## src/rtl/ring_packet_injector_pkg.sv

```systemverilog
// Shared packet layout for the ring: field offsets, port encodings and a packet builder.
package ring_pkg;

   localparam int PACKET_SIZE = 49;
   localparam int DEST_LSB    = 0;
   localparam int SRC_LSB     = 16;
   localparam int TS_LSB      = 32;
   localparam int VALID_BIT   = 48;

   typedef enum logic [1:0] {
      LOCAL = 2'b00,
      EAST  = 2'b01,
      WEST  = 2'b10
   } port_e;

   typedef struct packed {
      logic        valid;
      logic [15:0] ts;
      logic [15:0] src;
      logic [15:0] dest;
   } packet_t;

   function automatic logic [PACKET_SIZE-1:0] makePacket(
      input logic [15:0] ts,
      input logic [15:0] src,
      input logic [15:0] dest
   );
      logic [PACKET_SIZE-1:0] pkt;
      pkt                   = '0;
      pkt[VALID_BIT]        = 1'b1;
      pkt[TS_LSB   +: 16]   = ts;
      pkt[SRC_LSB  +: 16]   = src;
      pkt[DEST_LSB +: 16]   = dest;
      return pkt;
   endfunction

endpackage

```

## src/rtl/ring_packet_injector_if.sv

```systemverilog
// Request/packet bundle between the local node and the injector; the slave side is the injector.
interface ring_packet_injector_if #(
   parameter int PACKET_SIZE = ring_pkg::PACKET_SIZE
);

   logic                   req_valid;
   logic                   req_ready;
   logic [15:0]            req_dest;
   logic                   pkt_valid;
   logic                   pkt_ready;
   logic [PACKET_SIZE-1:0] pkt_out;
   logic [15:0]            inj_count;
   logic [15:0]            drop_count;

   modport master (
      output req_valid, req_dest, pkt_ready,
      input  req_ready, pkt_valid, pkt_out, inj_count, drop_count
   );

   modport slave (
      input  req_valid, req_dest, pkt_ready,
      output req_ready, pkt_valid, pkt_out, inj_count, drop_count
   );

endinterface

```

## src/rtl/ring_packet_injector_fifo.sv

```systemverilog
// Show-ahead synchronous FIFO; head reads as zero while empty so the output bus is clean.
module ring_sync_fifo #(
   parameter int WIDTH = 49,
   parameter int DEPTH = 4
) (
   input  logic             clk,
   input  logic             rst_n,
   input  logic             i_push,
   input  logic [WIDTH-1:0] i_data,
   input  logic             i_pop,
   output logic             o_full,
   output logic             o_empty,
   output logic [WIDTH-1:0] o_head
);

   localparam int AW = $clog2(DEPTH);

   logic [WIDTH-1:0] r_mem [DEPTH];
   logic [AW:0]      r_wrPtr;
   logic [AW:0]      r_rdPtr;
   logic             w_doPush;
   logic             w_doPop;

   // Extra pointer MSB distinguishes full from empty when the index bits match.
   assign o_empty  = (r_wrPtr == r_rdPtr);
   assign o_full   = (r_wrPtr[AW] != r_rdPtr[AW]) && (r_wrPtr[AW-1:0] == r_rdPtr[AW-1:0]);
   assign w_doPush = i_push && !o_full;
   assign w_doPop  = i_pop && !o_empty;
   assign o_head   = o_empty ? '0 : r_mem[r_rdPtr[AW-1:0]];

   always_ff @(posedge clk or negedge rst_n) begin
      if (!rst_n) begin
         r_wrPtr <= '0;
         r_rdPtr <= '0;
      end else begin
         if (w_doPush) begin
            r_wrPtr <= r_wrPtr + 1'b1;
         end
         if (w_doPop) begin
            r_rdPtr <= r_rdPtr + 1'b1;
         end
      end
   end

   always_ff @(posedge clk) begin
      if (w_doPush) begin
         r_mem[r_wrPtr[AW-1:0]] <= i_data;
      end
   end

endmodule

```

## src/rtl/ring_packet_injector.sv

```systemverilog
// Local packet source for one ring router: stamps src id and timestamp, buffers packets, drops bad dests.
module ring_packet_injector #(
   parameter int ROUTER_ID   = 0,
   parameter int NUM_ROUTERS = 8,
   parameter int PACKET_SIZE = 49,
   parameter int FIFO_DEPTH  = 4
) (
   input logic                    clk,
   input logic                    rst_n,
   ring_packet_injector_if.slave  injBus
);

   import ring_pkg::*;

   localparam logic [16:0] LP_NUM_ROUTERS = 17'(NUM_ROUTERS);
   localparam logic [15:0] LP_SRC_ID      = 16'(ROUTER_ID);

   logic [15:0]            r_tsCounter;
   logic [15:0]            r_injCount;
   logic [15:0]            r_dropCount;
   logic                   w_full;
   logic                   w_empty;
   logic                   w_accept;
   logic                   w_legal;
   logic                   w_push;
   logic                   w_pop;
   logic [PACKET_SIZE-1:0] w_newPkt;
   logic [PACKET_SIZE-1:0] w_head;

   // No same-cycle bypass: a full FIFO refuses requests even while it is being popped.
   assign w_legal  = ({1'b0, injBus.req_dest} < LP_NUM_ROUTERS);
   assign w_accept = injBus.req_valid && !w_full;
   assign w_push   = w_accept && w_legal;
   assign w_pop    = injBus.pkt_ready && !w_empty;
   assign w_newPkt = makePacket(r_tsCounter, LP_SRC_ID, injBus.req_dest);

   ring_sync_fifo #(
      .WIDTH (PACKET_SIZE),
      .DEPTH (FIFO_DEPTH)
   ) u_fifo (
      .clk     (clk),
      .rst_n   (rst_n),
      .i_push  (w_push),
      .i_data  (w_newPkt),
      .i_pop   (w_pop),
      .o_full  (w_full),
      .o_empty (w_empty),
      .o_head  (w_head)
   );

   assign injBus.req_ready  = !w_full;
   assign injBus.pkt_valid  = !w_empty;
   assign injBus.pkt_out    = w_head;
   assign injBus.inj_count  = r_injCount;
   assign injBus.drop_count = r_dropCount;

   always_ff @(posedge clk or negedge rst_n) begin
      if (!rst_n) begin
         r_tsCounter <= '0;
         r_injCount  <= '0;
         r_dropCount <= '0;
      end else begin
         r_tsCounter <= r_tsCounter + 16'd1;
         if (w_pop && (r_injCount != 16'hFFFF)) begin
            r_injCount <= r_injCount + 16'd1;
         end
         if (w_accept && !w_legal && (r_dropCount != 16'hFFFF)) begin
            r_dropCount <= r_dropCount + 16'd1;
         end
      end
   end

endmodule
```

## src/flat_wrapper.sv

```systemverilog
// flat-port wrapper written by rule: the top's interface ports become plain ports
module ring_packet_injector_flat import ring_pkg::*;
#(
   parameter int ROUTER_ID   = 0,
   parameter int NUM_ROUTERS = 8,
   parameter int PACKET_SIZE = 49,
   parameter int FIFO_DEPTH  = 4
)
  (clk, rst_n, injBus_req_valid, injBus_req_dest, injBus_pkt_ready, injBus_req_ready, injBus_pkt_valid, injBus_pkt_out, injBus_inj_count, injBus_drop_count);
  ring_packet_injector_if #(.PACKET_SIZE(PACKET_SIZE)) injBus_i ();
  input logic clk;
  input logic rst_n;
  input wire logic [$bits(injBus_i.req_valid)-1:0] injBus_req_valid;
  input wire logic [$bits(injBus_i.req_dest)-1:0] injBus_req_dest;
  input wire logic [$bits(injBus_i.pkt_ready)-1:0] injBus_pkt_ready;
  output wire logic [$bits(injBus_i.req_ready)-1:0] injBus_req_ready;
  output wire logic [$bits(injBus_i.pkt_valid)-1:0] injBus_pkt_valid;
  output wire logic [$bits(injBus_i.pkt_out)-1:0] injBus_pkt_out;
  output wire logic [$bits(injBus_i.inj_count)-1:0] injBus_inj_count;
  output wire logic [$bits(injBus_i.drop_count)-1:0] injBus_drop_count;
  assign injBus_i.req_valid = injBus_req_valid;
  assign injBus_i.req_dest = injBus_req_dest;
  assign injBus_i.pkt_ready = injBus_pkt_ready;
  assign injBus_req_ready = injBus_i.req_ready;
  assign injBus_pkt_valid = injBus_i.pkt_valid;
  assign injBus_pkt_out = injBus_i.pkt_out;
  assign injBus_inj_count = injBus_i.inj_count;
  assign injBus_drop_count = injBus_i.drop_count;
  ring_packet_injector #(.ROUTER_ID(ROUTER_ID), .NUM_ROUTERS(NUM_ROUTERS), .PACKET_SIZE(PACKET_SIZE), .FIFO_DEPTH(FIFO_DEPTH)) u_core (.clk(clk), .rst_n(rst_n), .injBus(injBus_i));
endmodule
```

## config.mk

```make
export PLATFORM = sky130hd
export DESIGN_NAME = ring_packet_injector_flat
export DESIGN_NICKNAME = d
export VERILOG_FILES = /design/src/rtl/ring_packet_injector_pkg.sv /design/src/rtl/ring_packet_injector_if.sv /design/src/rtl/ring_packet_injector_fifo.sv /design/src/rtl/ring_packet_injector.sv /design/src/flat_wrapper.sv
export SDC_FILE = /design/constraint.sdc
export NUM_CORES = 1
export LEC_CHECK = 0
export ABC_CLOCK_PERIOD_IN_PS = 2700
export BUFFER_PORTS_ARGS = -buffer_cell sky130_fd_sc_hd__buf_2
export CORE_MARGIN = 8
export CORE_UTILIZATION = 45
export DETAILED_ROUTE_END_ITERATION = 12
export GPL_TIMING_DRIVEN = 0
export PLACE_DENSITY = 0.76
export REMOVE_ABC_BUFFERS = 1
export SETUP_SLACK_MARGIN = 0.4
export SLEW_MARGIN = 20
export SYNTH_ARGS = -nofsm -noshare
export SYNTH_HDL_FRONTEND = slang
export SYNTH_SLANG_ARGS = --single-unit
```

## constraint.sdc

```tcl
create_clock -name clk -period 2.7 [get_ports clk]
set_input_delay 0.135 -clock clk [delete_from_list [all_inputs] [get_ports clk]]
set_output_delay 0.135 -clock clk [all_outputs]
set_load 0.005 [all_outputs]
```

==> run metrics, run 1 <==
drt initial violations=around 200; FFs w/ async S/R, synth=29.7%; H-tree depth=4; crit path DAT=2.34 ns; pre-CTS setup slack=between 0.1 and 0.15 ns; layout cells sized above 1=31.9%; Leak Pwr=about 0.0036 µW; Layout Skew=about 0.0072 ns; clk buf depth=2; vias in the first global route=about 4400; IO buf count=between 80 and 90; Initial Utilization=roughly 46%; CTS root buf=clkbuf_16; Hold Path Stages=3; Die ar.=21100 µm²; largest net degree at the start of global routing=between 50 and 60; M1 wire length=roughly 6500 µm; period utilization=between 80% and 90%; GP Congestion=0.761; Antenna Cells=0; WL/cell=roughly 18 µm; first-pass GRT wire length=roughly 23000 µm; Worst setup EP type=flip-flop; Data required, critical path=about 2.8 ns; DRC=0; DPL Wire Length=9490 µm; Worst setup SP type=flip-flop; mux contribution to synthesized area=10.3%; R2R Setup Slk=0.48 ns; Rows=between 40 and 50; combinational cell fraction of total power=25.0%; R2R Path End=u_core.u_fifo.r_mem[1][29]$_DFFE_PP_; XOR/XNOR Fraction of Synth Area=under 10%; synth warn=0; # fillers=~1300; metal2 WL=around 7000 µm; TritonCTS Buffers=17; hold path endpoint=u_core.u_fifo.r_rdPtr[2]$_DFFE_PN0P_; footprint of the multi-input gates=between 2000 and 2500 µm²; DRT Pass-1 Iters=4; clk_lat worst skew=around 0.42 ns; uppermost routed layer=met5; Post-Synth Adder-Cell Area=approximately 1.3%; Synth Area per Inst=roughly 17 µm²; status=finished, final reports clean; Reg area=5200 µm²; ANT nets after route=0; clock share of power=about a third; total track usage=14.1%; vias per cell=about 5.2; max cap viols=0; Final min period=2.22 ns; number of flops mapped to enable cells by yosys=around 130; Final Hold Viols=0; Worst-Margin Slew=about 0.7 ns; Worst-path clk slew=around 0.06 ns; Internal Power=5580 µW; GRT overflow=0; Final Max Slew Viols=0; Simple-Gate Fraction of Synth Area=9.66%; Sw Ratio=between 20 and 30%; initial antenna violation count=1; PnR worst setup slack=approximately 0.48 ns; Die Wd=roughly 150 µm; clock sink count=approximately 180; max_slew headroom=a little over half; #FFs+latches synth=~180; crit-path max FO=22; RSZ-0062 raised after global routing=no; Die H=between 100 and 150 µm; Vias=4144; CTS tree=done; Max VDD drop=~0.73 mV; most frequent cells in the layout=128 x edfxtp_1, 85 x buf_2, 52 x dfrtp_1; Routed WL=~15000 µm; compound-cell area share of the yosys netlist=0.915%; WL met3=slightly below 900 µm; Fin Hold WS=~0.05 ns; switching pwr=roughly 2200 µW; P per Cell Area=between 800 and 900 nW/µm²; Syn-to-layout area delta=21.6%; post-synthesis cell area=about 7500 µm²; Hold Crit Class=primary input to flip-flop; I/O pin count=103; Max Fclk=roughly 0.45 GHz; utilization after layout=roughly 56%; sequential power share=42.9%; synthesized instance count=around 440; fin nets=591; worst-case reg-to-reg path depth=5; hold_sp=injBus_pkt_ready; Reg-to-Reg Start=u_core.u_fifo.r_rdPtr[1]$_DFFE_PN0P_; main combinational cell family by area after synthesis=multiplexers; commonest non-fill, non-tap cell in the layout=edfxtp_1; Synth cell types=33; WS Path Type=flip-flop to flip-flop; final setup vio count=0; Seq/Total Area, Yosys=69.0%; top_reg_cell synth=edfxtp_1; Placeable Area=around 16000 µm²
==> worst max-delay path by stage <==
stage / start / to / slack (ns) / cells after the start
floorplan: u_core.u_fifo.r_rdPtr[0]$_DFFE_PN0P_ / u_core.u_fifo.r_rdPtr[2]$_DFFE_PN0P_ / -1.61 / 5
global placement: u_core.u_fifo.r_rdPtr[0]$_DFFE_PN0P_ / u_core.u_fifo.r_rdPtr[2]$_DFFE_PN0P_ / -4.03 / 5
detailed placement: injBus_req_dest[15] / u_core.u_fifo.r_mem[3][1]$_DFFE_PP_ / 0.13 / 6
CTS: u_core.u_fifo.r_rdPtr[0]$_DFFE_PN0P_ / u_core.u_fifo.r_mem[3][20]$_DFFE_PP_ / 0.39 / 5
global route: u_core.u_fifo.r_rdPtr[1]$_DFFE_PN0P_ / u_core.u_fifo.r_mem[1][29]$_DFFE_PP_ / 0.41 / 5
finish: u_core.u_fifo.r_rdPtr[1]$_DFFE_PN0P_ / u_core.u_fifo.r_mem[1][29]$_DFFE_PP_ / 0.48 / 5
==> area by class of cell <==
class                      count  share of cell area [%]
sequential                   182                    56.9
multi-input combinational    240                    24.4
timing repair buffer         117                    8.98
clock buffer                  19                    4.84
tap                          220                    3.01
clock inverter                13                    1.72
inverter                       5                   0.205
==> sequential cells by signal, indices dropped and copies added, names as in the netlist <==
| register | flops |
|---|---|
| u_core.injBus.inj_count | 16 |
| u_core.u_fifo.r_rdPtr | 3 |
| u_core.injBus.drop_count | 16 |
| u_core.r_tsCounter | 16 |
| u_core.u_fifo.r_mem | 128 |
| u_core.u_fifo.r_wrPtr | 3 |
==> synth_stat cells, types with 2 or more instances <==
cell type  number  area, µm²
and2_1          6       37.5
edfxtp_1      128       3840
mux2_2          5       56.3
nand4_1        13       81.3
nand2_1        15       56.3
buf_4          18        135
nand3_1        17       85.1
nor4_1          4       25.0
xnor2_1        34        298
xor2_1         14        123
and4_1          7       61.3
dfrtp_1        54       1350
xor2_2          2       32.5
nor2b_1        32        200
ha_1            8        100
buf_2           4       20.0
inv_1           5       18.8
nor3_1          7       35.0
o21ai_0         2       10.0
clkbuf_1        7       26.3
and3_1          8       50.1
mux4_2         32        721
nor2_1          9       33.8
==> stage by stage <==
stage                     instance area, µm²  setup TNS [ns]  total power [µW]  cells
final                                   9150               0              7750    796
after global routing                    9150               0              8150    796
after CTS                               9100               0              7840    793
after detailed placement                8290               0              5300    742
after global placement                  8110         -409.02              5180    733
after floorplan                         7400         -137.03              4460    427
==> logic make-up after synthesis <==
group	count (synthesis)
flip-flops	182
AND/OR/NAND/NOR	123
XOR/XNOR	50
multiplexers	37
buffers and inverters	34
adder cells (fa/ha/maj)	8
AO/OA/AOI/OAI	6
other	1
==> critical path, stage by stage, from the launching register on <==
cell and delay, ns:
dfrtp_4 0.59, xor2_4 0.31, o31ai_4 0.16, nor2b_2 0.30
and2_4 0.33, buf_12 0.22
==> what timing repair did <==
action	in CTS	in global routing
hold endpoints to repair	118	0
hold buffers	17	0
setup buffers	2	3
setup endpoints to repair	120	96
pin swaps	1	2
resized for setup	6	3
==> power groups by stage <==
| stage | Clock, µW | Combinational, µW | Sequential (µW) |
|---|---|---|---|
| global route | 2650 | 2150 | 3350 |
| CTS | 2530 | 1990 | 3320 |
| finish | 2480 | 1940 | 3330 |
| detailed placement | 0 | 1930 | 3370 |
| global placement | 0 | 1610 | 3570 |
| floorplan | 0 | 993 | 3470 |
==> metal layers <==
layer / vias to the layer above / track usage (%)
met2: 115 / 22.9
met4: 2 / 3.80
li1: 1881 / -
met5: - / 0
met1: 2132 / 17.6
met3: 14 / 4.91
Note: power is estimated with default switching activity, not from simulation.
==> run 2: changes to the inputs <==
--- a/config.mk
+++ b/config.mk
@@ -5,13 +5,14 @@
 export SDC_FILE = /design/constraint.sdc
 export NUM_CORES = 1
 export LEC_CHECK = 0
-export ABC_CLOCK_PERIOD_IN_PS = 2700
+export ABC_AREA = 1
+export ABC_CLOCK_PERIOD_IN_PS = 2310
 export BUFFER_PORTS_ARGS = -buffer_cell sky130_fd_sc_hd__buf_2
 export CORE_MARGIN = 8
 export CORE_UTILIZATION = 45
 export DETAILED_ROUTE_END_ITERATION = 12
 export GPL_TIMING_DRIVEN = 0
-export PLACE_DENSITY = 0.76
+export PLACE_DENSITY = 0.75
 export REMOVE_ABC_BUFFERS = 1
 export SETUP_SLACK_MARGIN = 0.4
 export SLEW_MARGIN = 20
==> constraint.sdc (replaced) <==
create_clock -name clk -period 2.31 [get_ports clk]
set_input_delay 0.1155 -clock clk [delete_from_list [all_inputs] [get_ports clk]]
set_output_delay 0.1155 -clock clk [all_outputs]
set_load 0.005 [all_outputs]
==> run metrics, run 2 <==
Synth Area per Inst=10.1 µm² (-41%); first-pass GRT wire length=33600 µm (+43%); clk_lat worst skew=0.45 ns (+0.03 ns); setup TNS=0 ns (unchanged); Max VDD drop=0.763 mV (+3.8%); commonest non-fill, non-tap cell in the layout=nand2_1; IO buf count=86 (unchanged); max_slew headroom=51.9% (-1.6 points); DRC=0 (unchanged); Sw Ratio=37.5% (+9.6 points); top_reg_cell synth=edfxtp_1; Final Hold Viols=0 (unchanged); WS Path Type=flip-flop to primary output; Final min period=between 2 and 2.5 ns; Rows=49 (+4.3%); Synth cell types=29 (-12%); WL/cell=19.3 µm (+5.2%); DPL Wire Length=10700 µm (+13%); vias in the first global route=6171 (+39%); Die ar.=23100 µm² (+9.6%); CTS tree=done; Post-synth top cells=195 x nand2_1, 128 x edfxtp_1, 113 x nor2_1; Worst setup SP type=flip-flop; Reg-to-Reg Start=u_core.u_fifo.r_rdPtr[0]$_DFFE_PN0P_; synthesized instance count=829 (+88%); drt initial violations=569 (+190%); sequential power share=33.8% (-9.1 points); combinational cell fraction of total power=39.4% (+14 points); crit-path max FO=17 (-23%); status=finished, final reports clean; Fin Hold WS=0.0359 ns (-0.0135 ns); period utilization=just over 90%; Final Max Slew Viols=0 (unchanged); clock sink count=182 (unchanged); Leak Pwr=0.00488 µW (+36%); Data required, critical path=2.19 ns (-0.63 ns); count leader, synth=nand2_1; hold path endpoint=u_core.u_fifo.r_rdPtr[0]$_DFFE_PN0P_; # fillers=1355 (+3.4%); GP Congestion=0.829 (+8.9%); P per Cell Area=1010 nW/µm² (+19%); Vias=6617 (+60%); synth warn=0 (unchanged); #FFs+latches synth=182 (unchanged); synth top area cells=edfxtp_1 46%, dfrtp_1 16%, nand2_1 8.8%; number of flops mapped to enable cells by yosys=128 (unchanged); GRT overflow=0 (unchanged); initial antenna violation count=1 (unchanged); Worst setup EP type=primary output; CTS root buf=clkbuf_16; fin nets=1019 (+72%); RSZ-0062 raised after global routing=yes; R2R Path End=u_core.u_fifo.r_mem[3][10]$_DFFE_PP_; PnR worst setup slack=0.153 ns (-0.326 ns); switching pwr=4210 µW (+94%); TritonCTS Buffers=17 (unchanged); Worst-path clk slew=0.07 ns (about the same); Layout Skew=0.0139 ns (+0.00668 ns); FFs w/ async S/R, synth=29.7% (unchanged); Worst-Margin Slew=0.721 ns (+0.0245 ns); leading area contributor after synthesis=edfxtp_1; hold_sp=injBus_pkt_ready; total track usage=18.4% (+4.3 points); Placeable Area=18100 µm² (+9.8%); max cap viols=0 (unchanged); Die H=152 µm (+4.7%); utilization after layout=61.4% (+5.8 points); largest net degree at the start of global routing=55 (unchanged); max FFs per register=128 (unchanged); Hold Path Stages=3 (unchanged); crit path DAT=2.04 ns (-0.30 ns); Yosys top cell area share=46.1% (-5.0 points); Initial Utilization=46.1% (+0.42 points); post-synthesis cell area=8340 µm² (+11%); Antenna Cells=0 (unchanged); vias per cell=5.37 (+3.1%); most frequent cells in the layout=183 x nand2_1, 128 x edfxtp_1, 107 x nor2_1; worst-case reg-to-reg path depth=12 (+7); DRT Pass-1 Iters=8 (+4); Routed WL=23800 µm (+63%); Hold Crit Class=primary input to flip-flop; pre-CTS setup slack=-0.935 ns (-1.07 ns); Internal Power=7010 µW (+26%); Max Fclk=0.464 GHz; I/O pin count=103 (unchanged); Die Wd=152 µm (+4.7%); R2R Setup Slk=0.17 ns (-0.31 ns); ANT nets after route=0 (unchanged); final setup vio count=0 (unchanged); Seq/Total Area, Yosys=62.3% (-6.8 points); clk buf depth=2 (unchanged); H-tree depth=4 (unchanged); Syn-to-layout area delta=33.1%; clock share of power=26.8% (-5.3 points); layout cells sized above 1=24.1% (-7.8 points)
-- run 2: cell types whose count changed in the layout (fill, tap and decap cells not counted), sizes merged, moves of 9 or more --
| cell | change |
|---|---|
| nand2 | +188 |
| nor2 | +111 |
| inv | +74 |
| o21ai | +68 |
| buf | +38 |
| nor2b | -33 |
| mux4 | -32 |
| o22ai | +32 |
| nand3 | +23 |
| xnor2 | -21 |
| clkinv | +9 |
-- run 2: worst max path at each step --
stage                                    startpoint                                    to  slack, ns  cells after the start
5_1_grt        u_core.u_fifo.r_rdPtr[0]$_DFFE_PN0P_  u_core.u_fifo.r_mem[3][24]$_DFFE_PP_        0.1                     12
2_1_floorplan  u_core.u_fifo.r_rdPtr[0]$_DFFE_PN0P_   u_core.u_fifo.r_mem[3][0]$_DFFE_PP_      -2.31                      8
4_1_cts        u_core.u_fifo.r_rdPtr[1]$_DFFE_PN0P_   u_core.u_fifo.r_mem[2][4]$_DFFE_PP_       0.17                     11
3_5_place_dp   u_core.u_fifo.r_rdPtr[0]$_DFFE_PN0P_   u_core.u_fifo.r_mem[0][1]$_DFFE_PP_      -0.94                     10
3_3_place_gp   u_core.u_fifo.r_rdPtr[0]$_DFFE_PN0P_   u_core.u_fifo.r_mem[3][0]$_DFFE_PP_      -4.89                      8
6_report       u_core.u_fifo.r_rdPtr[0]$_DFFE_PN0P_                    injBus_pkt_out[41]       0.15                      9
-- run 2: final cells by class --
type | count | area, µm² | area share (%)
sequential | 182 | 5200 | 46.9
multi-input combinational | 541 | 2880 | 26.0
timing repair buffer | 164 | 1700 | 15.3
clock buffer | 18 | 429 | 3.87
inverter | 80 | 340 | 3.07
tap | 229 | 287 | 2.58
clock inverter | 14 | 189 | 1.70
timing repair inverter | 5 | 65.1 | 0.586
-- run 2: metal layers --
metal	routed length, µm	share of wire, %	up-vias	track usage, %
met5	10	0.042	-	0
met2	11800	50	350	32.2
met1	8960	38	3151	22.0
met4	748	3.1	2	4.62
met3	2250	9.5	54	5.10
li1	-	-	3060	-
-- run 2: kinds of logic (layout without fill, tap and decap cells) --
group,Yosys count,after routing,share of synthesized area (%)
compound gates,102,102,6.60
xor+xnor,34,34,3.57
fa+ha+maj,8,8,1.20
buf+inv,125,281,6.78
flops,182,182,62.3
other cells,1,16,0.0450
simple gates,377,381,19.5
-- run 2: worst max-delay path, cell delays in order (launching register included) --
cell and delay, ns:
dfrtp_4 0.53, buf_12 0.17, inv_16 0.10, nand2_8 0.06
nand2_8 0.09, nand3_4 0.17, clkbuf_16 0.22, nand2_1 0.10
inv_1 0.04, buf_2 0.12
-- run 2: timing repair --
| action | CTS | global route |
|---|---|---|
| hold endpoints to repair | 118 | 0 |
| gates resized for setup | 55 | 53 |
| pin swaps | 11 | 20 |
| endpoints found under the setup margin | 201 | 198 |
| cloned | 10 | 15 |
| hold buffers | 17 | 0 |
| setup buffers | 32 | 8 |
-- run 2: power groups by stage --
stage	Clock (µW)	Combinational, µW	Sequential, µW
6_report	3000	4420	3790
4_1_cts	2990	3820	3770
2_1_floorplan	0	1610	3920
5_1_grt	3140	4780	3810
3_5_place_dp	0	2730	3970
3_3_place_gp	0	2590	4050
-- run 2: through the flow --
stage | area (µm²) | total power [µW] | instances
3_3_place_gp | 8850 | 6640 | 1114
2_1_floorplan | 8130 | 5520 | 799
5_1_grt | 11100 | 11700 | 1233
4_1_cts | 10600 | 10600 | 1210
6_report | 11100 | 11200 | 1233
3_5_place_dp | 9010 | 6700 | 1119
==> run 3: changes to the inputs <==
--- a/config.mk
+++ b/config.mk
@@ -5,14 +5,13 @@
 export SDC_FILE = /design/constraint.sdc
 export NUM_CORES = 1
 export LEC_CHECK = 0
-export ABC_AREA = 1
 export ABC_CLOCK_PERIOD_IN_PS = 2310
 export BUFFER_PORTS_ARGS = -buffer_cell sky130_fd_sc_hd__buf_2
 export CORE_MARGIN = 8
 export CORE_UTILIZATION = 45
 export DETAILED_ROUTE_END_ITERATION = 12
 export GPL_TIMING_DRIVEN = 0
-export PLACE_DENSITY = 0.75
+export PLACE_DENSITY = 0.76
 export REMOVE_ABC_BUFFERS = 1
 export SETUP_SLACK_MARGIN = 0.4
 export SLEW_MARGIN = 20
==> run metrics, run 3 (same netlist as run 1, synthesis figures left out) <==
final setup vio count=0 (unchanged); clk buf depth=2 (unchanged); Worst path slowest cell=dfrtp_4; Critical Path Source=u_core.u_fifo.r_rdPtr[0]$_DFFE_PN0P_; Routed WL=18200 µm (-24%); H-tree depth=4 (unchanged); GRT overflow=0 (unchanged); Reg area=5200 µm² (about the same); hold_sp=injBus_pkt_ready; total track usage=17.1% (-1.2 points); layout cells sized above 1=41.0% (+17 points); Die H=145 µm (-4.5%); GP Congestion=0.761 (-8.1%); drt initial violations=303 (-47%); crit-path max FO=11 (-6); Final Max Slew Viols=0 (unchanged); DRC=0 (unchanged); Sw Ratio=28.9% (-8.6 points); max FFs per register=128 (unchanged); IO buf count=86 (unchanged); fin nets=637 (-37%); Worst setup EP type=primary output; P per Cell Area=967 nW/µm² (-4.3%); CTS root buf=clkbuf_16; status=finished, final reports clean; vias per cell=5.33 (-0.77%); WL/cell=21.6 µm (+12%); Antenna Cells=0 (unchanged); most used cell, CP=buf_12; DPL Wire Length=9490 µm (-11%); Die ar.=21100 µm² (-8.8%); sequential power share=38.9% (+5.1 points); Worst setup SP type=flip-flop; vias in the first global route=4695 (-24%); clock share of power=29.6% (+2.8 points); TritonCTS Buffers=17 (unchanged); combinational cell fraction of total power=31.4% (-8.0 points); clk_lat worst skew=0.44 ns (about the same); Max VDD drop=0.851 mV (+12%); Placeable Area=16500 µm² (-9.0%); first-pass GRT wire length=27400 µm (-18%); Worst-Margin Slew=0.714 ns (-0.00722 ns); setup TNS=0 ns (unchanged); largest net degree at the start of global routing=55 (unchanged); Die Wd=145 µm (-4.5%); crit path DAT=2.02 ns (-0.02 ns); switching pwr=2860 µW (-32%); Worst-path clk slew=0.06 ns (about the same); max_slew headroom=52.4% (+0.48 points); ANT nets after route=0 (unchanged); Rows=47 (-4.1%); CP max stage delay=0.52 ns (about the same); footprint of the multi-input gates=2450 µm² (-15%); Data required, critical path=2.19 ns (about the same); Reg-to-Reg Start=u_core.u_fifo.r_rdPtr[0]$_DFFE_PN0P_; Hold Crit Class=primary input to flip-flop; Leak Pwr=0.00408 µW (-16%); period utilization=92.5% (-0.90 points); commonest non-fill, non-tap cell in the layout=edfxtp_1; most frequent cells in the layout=128 x edfxtp_1, 84 x buf_2, 52 x dfrtp_1; initial antenna violation count=1 (unchanged); crit-path cells=buf_12 > xor2_4 > nor3_4 > buf_6 > buf_12 > nor2b_1 > buf_2; pre-CTS setup slack=-0.236 ns (+0.699 ns); Final Hold Viols=0 (unchanged); max cap viols=0 (unchanged); I/O pin count=103 (unchanged); RSZ-0062 raised after global routing=yes; Layout Skew=0.0166 ns (+0.00277 ns); Internal Power=7050 µW (+0.55%); PnR worst setup slack=0.174 ns (+0.0207 ns); # fillers=1167 (-14%); CTS tree=done; clock sink count=182 (unchanged); Final min period=2.14 ns (-0.0207 ns); Vias=4484 (-32%); Max Fclk=0.468 GHz (+0.97%); DRT Pass-1 Iters=6 (-2); WS Path Type=flip-flop to primary output; Syn-to-layout area delta=36.2%; Initial Utilization=45.7% (-0.42 points)
-- run 3: cell types whose count changed in the layout (fill, tap and decap cells not counted), moves of 19 or more --
cell / previous run / this run
nand2_1: 183 / 14
nor2_1: 107 / 5
inv_1: 71 / 5
o21ai_0: 53 / 2
mux4_2: 0 / 32
o22ai_1: 29 / 0
xnor2_1: 13 / 34
nand3_1: 35 / 16
nor2b_1: 0 / 19
-- run 3: metal layers --
metal  track usage, %  wire (µm)  vias to the layer above
met5                0          8                        -
met4             6.45        325                        2
met3             5.07       1330                       25
met2             28.6       9260                      173
met1             20.7       7270                     2299
li1                 -          -                     1985
-- run 3: timing repair --
action	4_1_cts	5_1_grt
endpoints found under the hold margin	118	0
resized for setup	42	48
buffers inserted	24	9
pin swaps	9	22
hold buffers	17	0
setup endpoints to repair	180	188
gates cloned	17	1
-- run 3: cell type report --
cell class | instances | area share [%]
clock buffers | 19 | 4.32
clock inverters | 13 | 1.54
inverters | 5 | 0.183
multi-input cells | 241 | 23.9
flip-flops and latches | 182 | 50.8
well taps | 220 | 2.69
repair buffers | 162 | 16.6
-- run 3: final timing paths --
path | end | slack, ns | cells past startpoint
max | injBus_pkt_out[10] | 0.17 | 7
min | u_core.u_fifo.r_rdPtr[0]$_DFFE_PN0P_ | 0.05 | 3
max reg2reg | u_core.u_fifo.r_mem[2][17]$_DFFE_PP_ | 0.27 | 7
min reg2reg | u_core.injBus.drop_count[11]$_DFFE_PN0P_ | 0.49 | 1
max in group asynchronous | u_core.u_fifo.r_rdPtr[0]$_DFFE_PN0P_ | 1.50 | 2
min in group asynchronous | u_core.injBus.inj_count[5]$_DFFE_PN0P_ | 0.28 | 2
-- run 3: power by group through the flow --
stage | combinational (µW) | sequential, µW | clock (µW)
2_1_floorplan | 1160 | 4050 | 0
3_3_place_gp | 1880 | 4170 | 0
3_5_place_dp | 2260 | 3940 | 0
4_1_cts | 2770 | 3880 | 2960
5_1_grt | 3360 | 3880 | 3130
6_report | 3120 | 3860 | 2940
-- run 3: per-stage QoR --
| step | std cells | power (µW) | instance area [µm²] | util [%] | hold WS (ns) |
|---|---|---|---|---|---|
| floorplan | 427 | 5210 | 7400 | - | -0.180 |
| global placement | 733 | 6060 | 8110 | 49.2 | 0.328 |
| finish | 842 | 9910 | 10200 | 62.2 | 0.0466 |
| global route | 842 | 10400 | 10200 | 62.2 | 0.0478 |
| detailed placement | 742 | 6200 | 8290 | 50.4 | 0.212 |
| CTS | 832 | 9610 | 9910 | 60.2 | 0.0105 |
-- run 3: critical path, delay by kind of cell, from the launching register on --
kind	cells	cell delay, ns
xor gates and xnor gates	1	0.22
and+or+nand+nor	2	0.25
DFF	1	0.52
buffers and inverters	4	0.59
